[config.mk]
export PLATFORM = sky130hd
export DESIGN_NAME = tlc_interval_timer
export DESIGN_NICKNAME = d
export VERILOG_FILES = /design/src/rtl/tlc_interval_timer.sv
export SDC_FILE = /design/constraint.sdc
export NUM_CORES = 1
export LEC_CHECK = 0
export ABC_AREA = 1
export BUFFER_PORTS_ARGS = -buffer_cell sky130_fd_sc_hd__buf_2
export CAP_MARGIN = 10
export CORE_ASPECT_RATIO = 1.1
export CORE_MARGIN = 1
export CORE_UTILIZATION = 26
export DETAILED_ROUTE_END_ITERATION = 16
export PLACE_DENSITY_LB_ADDON = 0.12
export SLEW_MARGIN = 20
export SYNTH_ARGS = -nofsm -noshare
export SYNTH_HDL_FRONTEND = slang
export SYNTH_SLANG_ARGS = --single-unit
[constraint.sdc]
create_clock -name Clk -period 2.7 [get_ports Clk]
set_clock_uncertainty 0.1 [all_clocks]
set_input_delay 0.405 -clock Clk [delete_from_list [all_inputs] [get_ports Clk]]
set_output_delay 0.405 -clock Clk [all_outputs]
set_load 0.02 [all_outputs]
[src/rtl/tlc_interval_timer.sv]
// tlc_interval_timer
// Interval timer that sits beside the traffic light controller FSM.
// The FSM asks for an interval with a one-cycle Start pulse and a 2-bit code.
// This block answers with a one-cycle Expired pulse once that many whole
// seconds have elapsed. Seconds come from an internal prescaler that counts
// TICKS_PER_SEC clock cycles per second. Cancel aborts a running interval
// without producing Expired.

module tlc_interval_timer #(
    parameter int TICKS_PER_SEC = 100_000_000,
    parameter int SEC_W         = 5
) (
    input  logic             Clk,
    input  logic             Rst,
    input  logic             Start,
    input  logic [1:0]       IntervalSel,
    input  logic             Cancel,
    output logic             Busy,
    output logic             Expired,
    output logic [SEC_W-1:0] SecondsLeft,
    output logic             SecTick
);

    localparam int                  PRESC_W   = $clog2(TICKS_PER_SEC);
    localparam logic [PRESC_W-1:0]  PRESC_MAX = PRESC_W'(TICKS_PER_SEC - 1);
    localparam logic [PRESC_W-1:0]  PRESC_ONE = PRESC_W'(1);
    localparam logic [SEC_W-1:0]    SEC_ONE   = SEC_W'(1);
    localparam logic [SEC_W-1:0]    SEC_ZERO  = '0;

    typedef enum logic {
        IDLE = 1'b0,
        RUN  = 1'b1
    } state_t;

    state_t             state_q, state_d;
    logic [PRESC_W-1:0] presc_q, presc_d;
    logic [SEC_W-1:0]   secs_q, secs_d;
    logic               expired_q, expired_d;
    logic               sec_tick_q, sec_tick_d;

    logic [SEC_W-1:0]   load_secs;
    logic               sec_wrap;
    logic               last_sec;

    // Translate the interval code into the number of whole seconds to load.
    always_comb begin
        load_secs = SEC_W'(1);
        case (IntervalSel)
            2'b00:   load_secs = SEC_W'(1);
            2'b01:   load_secs = SEC_W'(3);
            2'b10:   load_secs = SEC_W'(15);
            default: load_secs = SEC_W'(30);
        endcase
    end

    // A second boundary is reached when the prescaler is at its last count while running;
    // the final one is the boundary that takes the count from 1 to 0.
    always_comb begin
        sec_wrap = (state_q == RUN) && (presc_q == PRESC_MAX);
        last_sec = sec_wrap && (secs_q == SEC_ONE);
    end

    // Next-state logic: Start reloads from any state, then Cancel, then the second countdown.
    always_comb begin
        state_d    = state_q;
        presc_d    = presc_q;
        secs_d     = secs_q;
        expired_d  = 1'b0;
        sec_tick_d = 1'b0;

        if (Start) begin
            // A restart simply discards whatever time was left, so no Expired comes out
            // even if this edge would have been the final decrement.
            state_d = RUN;
            presc_d = '0;
            secs_d  = load_secs;
        end else if (state_q == RUN) begin
            if (Cancel) begin
                state_d = IDLE;
                presc_d = '0;
                secs_d  = SEC_ZERO;
            end else if (sec_wrap) begin
                presc_d    = '0;
                sec_tick_d = 1'b1;
                if (secs_q != SEC_ZERO) begin
                    secs_d = secs_q - SEC_ONE;
                end
                if (last_sec) begin
                    state_d   = IDLE;
                    expired_d = 1'b1;
                end
            end else begin
                presc_d = presc_q + PRESC_ONE;
            end
        end
    end

    // State, prescaler, seconds and pulse registers; reset clears everything at once.
    always_ff @(posedge Clk or posedge Rst) begin
        if (Rst) begin
            state_q    <= IDLE;
            presc_q    <= '0;
            secs_q     <= '0;
            expired_q  <= 1'b0;
            sec_tick_q <= 1'b0;
        end else begin
            state_q    <= state_d;
            presc_q    <= presc_d;
            secs_q     <= secs_d;
            expired_q  <= expired_d;
            sec_tick_q <= sec_tick_d;
        end
    end

    assign Busy        = (state_q == RUN);
    assign Expired     = expired_q;
    assign SecondsLeft = secs_q;
    assign SecTick     = sec_tick_q;

endmodule

==> results.env <==
OUTCOME='finished clean'
CRIT_TYPE='reg -> reg'
CRITPATHARRIVALTIME_NS=2.03
SYNTH-EDFF-COUNT=0
CELLLEAKAGEPOWER_nW=1.119
POSTCTSSETUPREPAIRBUFS=0
BUFFER_PORTS.INSERTED=13
CLK_LATENCY_NS=0.29
IOPINCOUNT=14
SYN_AVG_CELL_AREA_UM2=6.849
CP-END-KIND='flop'
POWERDENSITY_nW_PER_UM2=457.4
ROUTE.ANTENNA.REMAINING_NETS=0
POSTSYNTHREGISTERBITS=35
SYNTHESIS.INSTANCES=323
MAX-CLOCK-PATH-BUFFERS=2
PLACE.DETAILED.HPWL_UM=4198
SYNTH-WARNING-COUNT=0
SLEW_VIOLATIONS=0
CTS-HOLD-FIX-BUFFERS=0
ANTENNA_DIODE_COUNT=0
CLK_TRANSITION_REPORTED_PATHS_NS=0.08
ROUTED_VIA_COUNT=1992
CP-START-KIND='flop'
GRT-OVFL-TOTAL=0
POST_ROUTE_CELLS_DRIVE_ABOVE_1_SHARE_PCT=10.59
DRCVIOLATIONCOUNT=0
CRITICAL_PATH.MAX_FANOUT=14
DRT-PASS1-ITER-COUNT=4
SYNTH_SEQUENTIAL_AREA_RATIO_PCT=39.59
WORST_IR_DROP_VDD_V=0.0002199
CLOCK_TREE_FROM_TRITONCTS='done'
SYNTHDISTINCTLIBCELLS=25
REPORT.FINAL.HOLD_VIOL_COUNT=0
CTS_INSERTED_BUFFERS=5
MAXCAPVIOLCOUNT=0
FINAL_WORST_PATH_CYCLE_SHARE_PCT=70.94
GRT_FIRST_PASS_WIRELENGTH_UM=9763
SYN_AREA_UM2=2212
START_UTIL_PCT=27.37
DRT-VIAS-PER-INSTANCE=4.446
TIGHTEST_SLEW_NS=0.5693
NUM-NETS-FINAL=348
GLOBALROUTETOTALUTIL_PCT=13.82
SYN2LAYOUT_AREA_GROWTH_PCT=12.10
YS_ASYNC_SR_FRACTION_PCT=100.0
AREA_OF_THE_CORE_UM2=8083
TIMING.HOLD.WORST.CLASS='in -> async'
TIMING.SLEW.HEADROOM_PCT=61.76
POST_CTS_RESIZED=0
INITIAL_ANTENNA_VIOLATION_COUNT=0
TNS_NS=0
FINAL_CRITICAL_PATH_SETUP_SLACK_NS=0.7845
DP_SLACK_NS=0.6627
SYNTH_TOP_FLOP_CELL='dfrtp_1'
GPL.FINAL_WEIGHTED_CONGESTION=0.7875
DRT-INITIAL-DRC-COUNT=69
PERIOD_NEEDED_NS=1.916
ROOT_BUFFER='clkbuf_8'
VERTICAL_DIE_DIMENSION_UM=98.74
DIEAREA_UM2=8881
CLOCK_SINKS=35
REQUIRED_NS=2.82
GRT_SETUP_UNREPAIRED='no'
WL_PER_CELL_UM=12.46
ROUTED_WIRELENGTH_UM=5580
H-TREE-DEPTH=2
DIE_W_UM=89.95
GRT_START_MAX_NET_PINS=36
PLACEMENTROWS=34
SETUP_VIOL=0
MAXCLOCKFREQUENCY_MHz=522.1
MAPPEDNETLISTNETS=332
VIAS_IN_THE_FIRST_GLOBAL_ROUTE=2016
report_power, final:
part / switching, W / internal, W
combinational: 0.0000981 / 0.0000433
sequential: 0.0000187 / 0.000539
clock: 0.000202 / 0.000233
registers in the layout, summed over array words and instances (netlist names):
register and count:
Busy 1, presc_q 27, SecondsLeft 5, Expired 1, SecTick 1
per-stage QoR:
step	instance area (um^2)	instances	hold slack [ns]	util (%)	total power (W)
after detailed placement	2380	440	0.3941	29.44	0.0007120
final	2480	448	0.1089	30.68	0.001134
after floorplan	2212	323	0.3769	-	0.0006691
after global placement	2380	440	0.3973	29.44	0.0007121
after CTS	2480	448	0.1309	30.68	0.001157
after global routing	2480	448	0.1565	30.68	0.001194
layer usage:
layer / track usage (%) / part of all wire [%] / wire length (um) / vias up
li1: - / - / - / 1037
met5: 0 / 0 / 0 / -
met2: 24.62 / 48 / 2661 / 20
met3: 2.083 / 2.0 / 109 / 5
met4: 3.722 / 0.79 / 44 / 0
met1: 17.47 / 50 / 2763 / 930
cell families after synthesis:
group | count (synthesis) | share of synthesized area [%]
adder cells (fa/ha/maj) | 3 | 1.697
flip-flops | 35 | 39.59
XOR/XNOR | 11 | 4.356
buffers and inverters | 44 | 8.484
AND/OR/NAND/NOR | 220 | 43.44
AO/OA/AOI/OAI | 10 | 2.432
worst max-delay path: stages (launching register included):
cell and delay, ns:
dfrtp_1 0.40, ha_1 0.21, inv_1 0.10, nor2_2 0.06
nand2_2 0.08, nor2_2 0.04, nand2_2 0.13, nand2_4 0.11
nand2_2 0.22, clkinv_2 0.24, nor2_1 0.15
synthesized netlist by cell type, drive strengths merged (2+ instances only):
library cell	instances	area, um^2
nand4	12	75.07
xor2	9	78.83
xnor2	2	17.52
nor3	8	40.04
dfrtp	35	875.8
inv	38	142.6
buf	5	40.04
nand3	29	150.1
o21ai	7	35.03
ha	3	37.54
nor2	69	291.5
nand2	101	396.6
cell type report:
type	instances	area, um^2
inverter	39	147.6
tap	108	135.1
sequential	35	875.8
clock buffer	8	100.1
timing repair buffer	14	72.57
fill	922	5603
multi-input combinational	244	1149
cells in the final DEF (no fill, tap or decap), drive strengths merged:
cell	instances
xor2	9
o21ai	7
nand3	29
nand3b	1
nand2	101
dfrtp	35
buf	14
a31oi	1
clkbuf	8
nor2	69
o21a	1
ha	3
xnor2	2
clkinv	1
a21oi	1
inv	38
nor3	8
nand4	12
worst paths after layout:
kind	cells after the start	startpoint	to	slack [ns]
setup / recovery	10	presc_q[0]$_DFFE_PP0P_	presc_q[16]$_DFFE_PP0P_	0.78
hold / removal	3	Rst	presc_q[1]$_DFFE_PP0P_	0.11
setup reg to reg	10	presc_q[0]$_DFFE_PP0P_	presc_q[16]$_DFFE_PP0P_	0.78
hold reg to reg	2	SecondsLeft[1]$_DFFE_PP0P_	SecondsLeft[1]$_DFFE_PP0P_	0.42
max in group asynchronous	3	Rst	presc_q[11]$_DFFE_PP0P_	2.07
min in group Clk	3	Start	Busy$_DFF_PP0_	0.30
(Power assumes the default switching activity.)
